<file path="config.mk">
export PLATFORM = sky130hd
export DESIGN_NAME = seven_segment_scan
export DESIGN_NICKNAME = d
export VERILOG_FILES = /design/src/rtl/seven_segment_scan.sv
export SDC_FILE = /design/constraint.sdc
export NUM_CORES = 1
export LEC_CHECK = 0
export CORE_UTILIZATION = 56
export CTS_CLUSTER_DIAMETER = 40
export CTS_CLUSTER_SIZE = 30
export DETAILED_ROUTE_END_ITERATION = 16
export PLACE_DENSITY_LB_ADDON = 0.1
export SYNTH_ARGS = -nofsm -noshare
export SYNTH_HDL_FRONTEND = slang
export SYNTH_SLANG_ARGS = --single-unit
</file>
<file path="constraint.sdc">
create_clock -name clk -period 2.96 [get_ports clk]
set_input_delay 0.592 -clock clk [delete_from_list [all_inputs] [get_ports clk]]
set_output_delay 0.592 -clock clk [all_outputs]
set_load 0.01 [all_outputs]
</file>
<file path="src/rtl/seven_segment_scan.sv">
// Time-multiplexed seven-segment driver with per-digit blink and leading-zero
// blanking. Enables, segments and the frame tick all come from output registers.
module seven_segment_scan #(
  parameter int DIGITS      = 4,
  parameter int REFRESH_DIV = 50000,
  parameter int BLINK_DIV   = 25000000,
  parameter bit ACTIVE_LOW  = 1'b1
) (
  input  logic                  clk,
  input  logic                  reset,
  input  logic                  load,
  input  logic [4*DIGITS-1:0]   value,
  input  logic                  lz_en,
  input  logic [DIGITS-1:0]     blink_en,
  output logic [DIGITS-1:0]     seven_enable,
  output logic                  A,
  output logic                  B,
  output logic                  C,
  output logic                  D,
  output logic                  E,
  output logic                  F,
  output logic                  G,
  output logic                  frame_tick
);

  localparam int RW = $clog2(REFRESH_DIV);
  localparam int BW = $clog2(BLINK_DIV);
  localparam int IW = (DIGITS > 1) ? $clog2(DIGITS) : 1;
  localparam logic [RW-1:0] REF_LAST   = RW'(REFRESH_DIV - 1);
  localparam logic [BW-1:0] BLINK_LAST = BW'(BLINK_DIV - 1);
  localparam logic [IW-1:0] IDX_LAST   = IW'(DIGITS - 1);

  function automatic logic [6:0] hex_to_seg(input logic [3:0] h);
    case (h)
      4'h0: return 7'h3F;
      4'h1: return 7'h06;
      4'h2: return 7'h5B;
      4'h3: return 7'h4F;
      4'h4: return 7'h66;
      4'h5: return 7'h6D;
      4'h6: return 7'h7D;
      4'h7: return 7'h07;
      4'h8: return 7'h7F;
      4'h9: return 7'h6F;
      4'hA: return 7'h77;
      4'hB: return 7'h7C;
      4'hC: return 7'h39;
      4'hD: return 7'h5E;
      4'hE: return 7'h79;
      default: return 7'h71;
    endcase
  endfunction

  function automatic logic [DIGITS-1:0] drive_en(input logic [DIGITS-1:0] e);
    return ACTIVE_LOW ? ~e : e;
  endfunction

  function automatic logic [6:0] drive_seg(input logic [6:0] s);
    return ACTIVE_LOW ? ~s : s;
  endfunction

  logic [RW-1:0]       refresh_cnt;
  logic [BW-1:0]       blink_cnt;
  logic [IW-1:0]       digit_idx;
  logic                blink_phase;
  logic                refresh_wrap;
  logic                scan_wrap;

  logic [4*DIGITS-1:0] value_p0;
  logic                lz_p0;
  logic [DIGITS-1:0]   blink_p0;

  logic                zero_run;
  logic [DIGITS-1:0]   lz_dark;
  logic [DIGITS-1:0]   sel;
  logic [3:0]          nibble;
  logic                dark;
  logic [DIGITS-1:0]   enable_hi;
  logic [6:0]          seg_hi;

  logic [DIGITS-1:0]   enable_p1;
  logic [6:0]          seg_p1;
  logic                tick_p1;

  assign refresh_wrap = (refresh_cnt == REF_LAST);
  assign scan_wrap    = refresh_wrap && (digit_idx == IDX_LAST);

  // Scan and blink timing
  always_ff @(posedge clk) begin
    if (reset) begin
      refresh_cnt <= '0;
      blink_cnt   <= '0;
      digit_idx   <= '0;
      blink_phase <= 1'b1;
    end else begin
      refresh_cnt <= refresh_wrap ? '0 : refresh_cnt + RW'(1);
      if (refresh_wrap)
        digit_idx <= (digit_idx == IDX_LAST) ? '0 : digit_idx + IW'(1);
      if (blink_cnt == BLINK_LAST) begin
        blink_cnt   <= '0;
        blink_phase <= ~blink_phase;
      end else begin
        blink_cnt <= blink_cnt + BW'(1);
      end
    end
  end

  // Stage p0: shadow registers captured on load
  always_ff @(posedge clk) begin
    if (reset) begin
      value_p0 <= '0;
      lz_p0    <= 1'b0;
      blink_p0 <= '0;
    end else if (load) begin
      value_p0 <= value;
      lz_p0    <= lz_en;
      blink_p0 <= blink_en;
    end
  end

  // A digit is blanked when it and every higher nibble are zero; digit 0 never is.
  always_comb begin
    zero_run = 1'b1;
    lz_dark  = '0;
    sel      = '0;
    nibble   = 4'h0;
    dark     = 1'b0;
    for (int i = DIGITS - 1; i >= 0; i--) begin
      zero_run   = zero_run & (value_p0[4*i +: 4] == 4'h0);
      lz_dark[i] = zero_run & (i > 0);
    end
    for (int i = 0; i < DIGITS; i++) begin
      if (digit_idx == IW'(i)) begin
        sel[i] = 1'b1;
        nibble = value_p0[4*i +: 4];
        dark   = (lz_p0 & lz_dark[i]) | (blink_p0[i] & ~blink_phase);
      end
    end
    enable_hi = dark ? '0 : sel;
    seg_hi    = dark ? 7'h00 : hex_to_seg(nibble);
  end

  // Stage p1: registered outputs with polarity applied
  always_ff @(posedge clk) begin
    if (reset) begin
      enable_p1 <= drive_en('0);
      seg_p1    <= drive_seg(7'h00);
      tick_p1   <= 1'b0;
    end else begin
      enable_p1 <= drive_en(enable_hi);
      seg_p1    <= drive_seg(seg_hi);
      tick_p1   <= scan_wrap;
    end
  end

  assign seven_enable = enable_p1;
  assign {G, F, E, D, C, B, A} = seg_p1;
  assign frame_tick = tick_p1;

endmodule

</file>
# After elaboration in Yosys (flattened, before gate mapping)
# Memory sizes are Yosys's and may differ from the RTL's.
# Index checks and enable logic that the tools add are counted.
word_totals:
  romBits: 112
  reg_bits: 77
  mem_count: 1
mem_list:
  columns: ["name", "words", "width", "rd", "rd_ports_with_merged_regs", "wr", "line_no", "source"]
  rows:
  - ["(no name shown)", 16, 7, 1, 0, 0, "34", "case (h)"]
op_classes:
  mux: 15
  bitwise_logic: 15
  n_eq_ne: 5
  n_reduce_logical: 7
  n_addsub: 3
ops:
  columns: ["operator", "count"]
  rows:
  - ["25-bit by 1-bit adder with 25-bit output, second input constant", 1]
  - ["25-bit equality test, second input constant", 1]
  - ["4-bit two-way mux", 5]
  - ["16-bit by 1-bit adder with 16-bit output, second input constant", 1]
  - ["16-bit equality test, second input constant", 1]
  - ["4-bit logical NOT", 3]
  - ["1-bit AND", 9]
  - ["1-bit two-way mux", 8]
  - ["7-bit two-way mux", 1]
  - ["7-bit inverter", 1]
  - ["2-bit equality test, second input constant", 2]
  - ["4-bit inverter", 1]
  - ["2-bit OR reduction", 2]
  - ["1-bit bitwise OR", 3]
  - ["2-bit by 1-bit adder with 2-bit output, second input constant", 1]
  - ["2-bit by 1-bit equality test with 1-bit output, second input constant", 1]
  - ["2-bit logical NOT", 1]
  - ["2-bit two-way mux", 1]
  - ["1-bit logical AND", 1]
  - ["1-bit inverter", 1]

# Depth between registers and ports, before layout
# Gate-level depths: netlist of the first run.
depth:
  word_depth: 10
  depth_mapped: 10
  depth_no_buf: 9

# Worst setup path before layout of the first run
# No wires, ideal clock.
synth_timing:
  kind: "register to register"
  start: "register digit_idx[0]"
  end: "register seg_p1[3]"
  stages_incl_launch_ff: 11
  arrival_ps: 2232
  t_required_ps: 2821
  setup_slack_ps: 588
  n_path_buf: 1
  path_cell_list: "dfxtp_1 inv_1 ha_1 buf_2 nor3b_1 a221oi_1 inv_1 ha_1 mux2i_1 mux2_2 nand2_1"
synth_via:
  elab_chain_len: 8
  elab_cells_between_ends: 15
  classes_between: "3 x eq/ne; 9 x mux; 1 x bitwise; 1 x reduce/logical; 1 x memory"
synth_lines:
  columns: ["element", "line_no", "source"]
  rows:
  - ["start, declared", "64", "logic [IW-1:0] digit_idx;"]
  - ["start signal, assigned", "98", "digit_idx <= (digit_idx == IDX_LAST) ? '0 : digit_idx + IW'(1);"]
  - ["2-bit logical NOT", "133", "if (digit_idx == IW'(i)) begin"]
  - ["4-bit two-way mux (4 in series)", "133", null]
  - ["memory 16 x 7 bit", null, null]
  - ["7-bit two-way mux (*)", "140", "seg_hi = dark ? 7'h00 : hex_to_seg(nibble);"]
  - ["7-bit inverter (*)", "59", "return ACTIVE_LOW ? ~s : s;"]
  - ["end signal, assigned", "147", "seg_p1 <= drive_seg(7'h00);"]
  - ["end signal, assigned", "151", "seg_p1 <= drive_seg(seg_hi);"]
  - ["end, declared", "82", "logic [6:0] seg_p1;"]
# Mark *: on every way between the ends. The rest lies on a longest branch, timed or not.
# A chain may end at the register's enable or synchronous reset.

# Final worst setup path of the first run
# Ends and elaborated chain as after synthesis.

==> flow_summary.ini, run 1 <==
[clock_network]
cts.sinks = 77
ctsResizeCount = 0
cts_max_path_buffers = 2
clkTransAtPathRegs_ns = 0.07
ctsHoldBuffers = 0
worstSkewPairLatency_ns = 0.35
cts_max_level = 3
cts-buffers-inserted = 9
cts_tree = done
post_cts_buffers = 0
root_buffer = clkbuf_8

[sta]
timing.fmax_ghz = 0.3926
setup_viol = 0
clock_skew_ns = 0.005096
finalHoldViolCount = 0
relSlewSlack_pct = 52.44
finalMaxSlewViolations = 0
rsz0062_at_grt = false
period_minus_slack_ns = 2.547
fin_crit_sh_pct = 86.04
timing.setup.tns_ns = 0
tightest_slew_ns = 0.7075

[pwr]
power_mw = 1.927
p_leak_nw = 1.564
pwr-share-clk_pct = 34.4
comb_power_share_pct = 8.9
power.internal_mw = 1.475
p_sw_share_pct = 23.48
vdd_drop_max_mv = 0.3203
pwr-share-seq_pct = 56.7
p_switching_uw = 452.6
powerDensity_nw_per_um2 = 478.5

[detailed_routing]
antenna_left = 0
wl_per_cell_um = 12.77
vias = 2617
firstDrtPassIters = 4
vias_per_cell = 5.308
drt-total-wl_um = 6294
drt_iter0_drc = 82
drc = 0

[global_route]
overflow = 0
grt_first_pass_wirelength_um = 10610
grt_start_max_net_pins = 26
grt_pass1_vias = 2356
grt_use_total_pct = 21.29
antenna_found_initial = 0

[status]
status = completed

[floorplanning]
core_area_um2 = 5991
io_pins = 36
dieWidth_um = 81.13
die_height_um = 81.13
start_util_pct = 58.52
die_area_um2 = 6581
std_cell_rows = 28

[cells_and_area]
n_fill_cell = 496
drive_gt1_share_pct = 5.263
antenna_cells = 0
seq_area_um2 = 1541
nets = 452
syn2layout_area_growth_pct = 14.88
multi_input_area_um2 = 1809

[setup_path]
endpoint_kind = flop
cp_data_arrival_time_ns = 2.74
cp.required_ns = 3.16
critPathMaxFanout = 19
reg2reg_depth = 9
critPathKind = reg2reg
cp-start-kind = flop

[logic_synthesis]
synth_edf_count = 0
ys_seq_area_share_pct = 43.97
yosys.cell_types.count = 46
syn_area_um2 = 3506
syn_nets = 422
synth_ff_type = dfxtp_1
ys_seq_elements = 77
synth_cells = 386
syn_avg_cell_area_um2 = 9.083
ys_warn_count = 0
ys_async_sr_fraction_pct = 0

[placement]
gp_congestion = 0.7675
portBuffers = 35
dp_hpwl_um = 4380

[hold_path]
holdPathStages = 1
min_path_type = reg2reg

[flow_run]
cap_violations = 0
## cell families after synthesis
| group | share of synthesized area [%] |
|---|---|
| buf+inv | 4.425 |
| flops | 43.97 |
| fa+ha+maj | 4.283 |
| mux | 7.744 |
| simple gates | 24.30 |
| xor+xnor | 9.743 |
| compound gates | 5.532 |
## synth_stat cells, types with 7 or more instances
master     n  share of area, %
xnor2_1   11               2.7
mux2i_1   26               7.4
clkbuf_1   7              0.75
buf_2      7               1.0
inv_1     13               1.4
and3_1     7               1.2
dfxtp_1   77                44
ha_1      12               4.3
nor2_1    75               8.0
xor2_1    28               7.0
nand2_1   18               1.9
nand3_1   24               3.4
nand4_1   13               2.3
nor3b_1    7               1.5
## stage by stage
stage	instances	worst slack [ns]	hold WS [ns]	utilization (%)	area (µm²)
after global routing	493	0.1910	0.5100	67.23	4028
after CTS	493	0.4007	0.4879	67.23	4028
final	493	0.4131	0.4891	67.23	4028
after global placement	480	0.4749	0.4543	64.66	3874
after floorplan	386	0.5885	0.4370	-	3506
after detailed placement	480	0.3996	0.4691	64.66	3874
## power groups by stage
stage                     Clock [mW]  Sequential [mW]  Combinational, mW
after floorplan                    0             1.12             0.0998
after global placement             0             1.11              0.169
after detailed placement           0             1.12              0.173
after CTS                      0.684             1.09              0.173
after global routing           0.735             1.10              0.191
final                          0.663             1.09              0.172
## worst max-delay path: stages (launching register included)
cell and delay [ns]:
dfxtp_1 0.40, ha_1 0.57, a211oi_1 0.09, a221oi_1 0.35, buf_4 0.21, inv_1 0.09
ha_1 0.31, mux2i_1 0.14, mux2_2 0.18, nand2_1 0.06
## registers in the layout (all words and copies together), names as in the netlist
register / count
blink_cnt: 25
blink_p0: 4
blink_phase: 1
digit_idx: 2
frame_tick: 1
lz_p0: 1
refresh_cnt: 16
seg_p1: 7
seven_enable: 4
value_p0: 16
## path summary, 6_finish.rpt
path	endpoint	slack (ns)	from
max reg2reg	seg_p1[3]	0.41	digit_idx[0]
max	seg_p1[3]	0.41	digit_idx[0]
min reg2reg	refresh_cnt[0]	0.49	refresh_cnt[0]
min	refresh_cnt[0]	0.49	refresh_cnt[0]
## metal layers
layer  track usage, %  up-vias  wire length [µm]
li1                 -     1376                 -
met1            26.62     1198              3123
met2            33.87       35              2859
met3            7.753        8               236
met4            6.964        0                74
met5                0        -                 0
## cell type report
cell class	count	area share [%]
well taps	75	2.330
clock inverters	2	0.3107
repair buffers	39	9.444
flip-flops and latches	77	38.27
clock buffers	11	3.510
multi-input cells	276	44.92
inverters	13	1.212
## placed cells by master (no fill, tap or decap), types with 5 or more instances in the layout
cell type / Yosys / final
dfxtp_1: 77 / 77
nor2_1: 75 / 75
clkdlybuf4s50_1: 0 / 35
xor2_1: 28 / 28
mux2i_1: 26 / 26
nand3_1: 24 / 24
nand2_1: 18 / 18
inv_1: 13 / 13
nand4_1: 13 / 13
ha_1: 12 / 12
xnor2_1: 11 / 11
clkbuf_8: 0 / 10
nor3b_1: 7 / 7
and3_1: 7 / 7
nand3b_1: 5 / 5
nor4_1: 5 / 5
o21ai_0: 5 / 5
No activity file was read; power rests on OpenSTA's default activity.
==> run 2, diff against run 1 <==
--- a/config.mk
+++ b/config.mk
@@ -5,6 +5,7 @@
 export SDC_FILE = /design/constraint.sdc
 export NUM_CORES = 1
 export LEC_CHECK = 0
+export CAP_MARGIN = 25
 export CORE_UTILIZATION = 56
 export CTS_CLUSTER_DIAMETER = 40
 export CTS_CLUSTER_SIZE = 30
==> results of run 2 <==
Same layout as run 1: the final DEF is identical, and so are final timing and power.
==> run 3, diff against run 2 <==
==> constraint.sdc (replaced) <==
create_clock -name clk -period 2.96 [get_ports clk]
set_input_delay 0.592 -clock clk [delete_from_list [all_inputs] [get_ports clk]]
set_output_delay 0.592 -clock clk [all_outputs]
set_load 0.005 [all_outputs]
==> results of run 3 <==
Same layout as run 1 (identical final DEF). Status: completed.
Among the figures that moved: total power 1.927 mW -> 1.923 mW
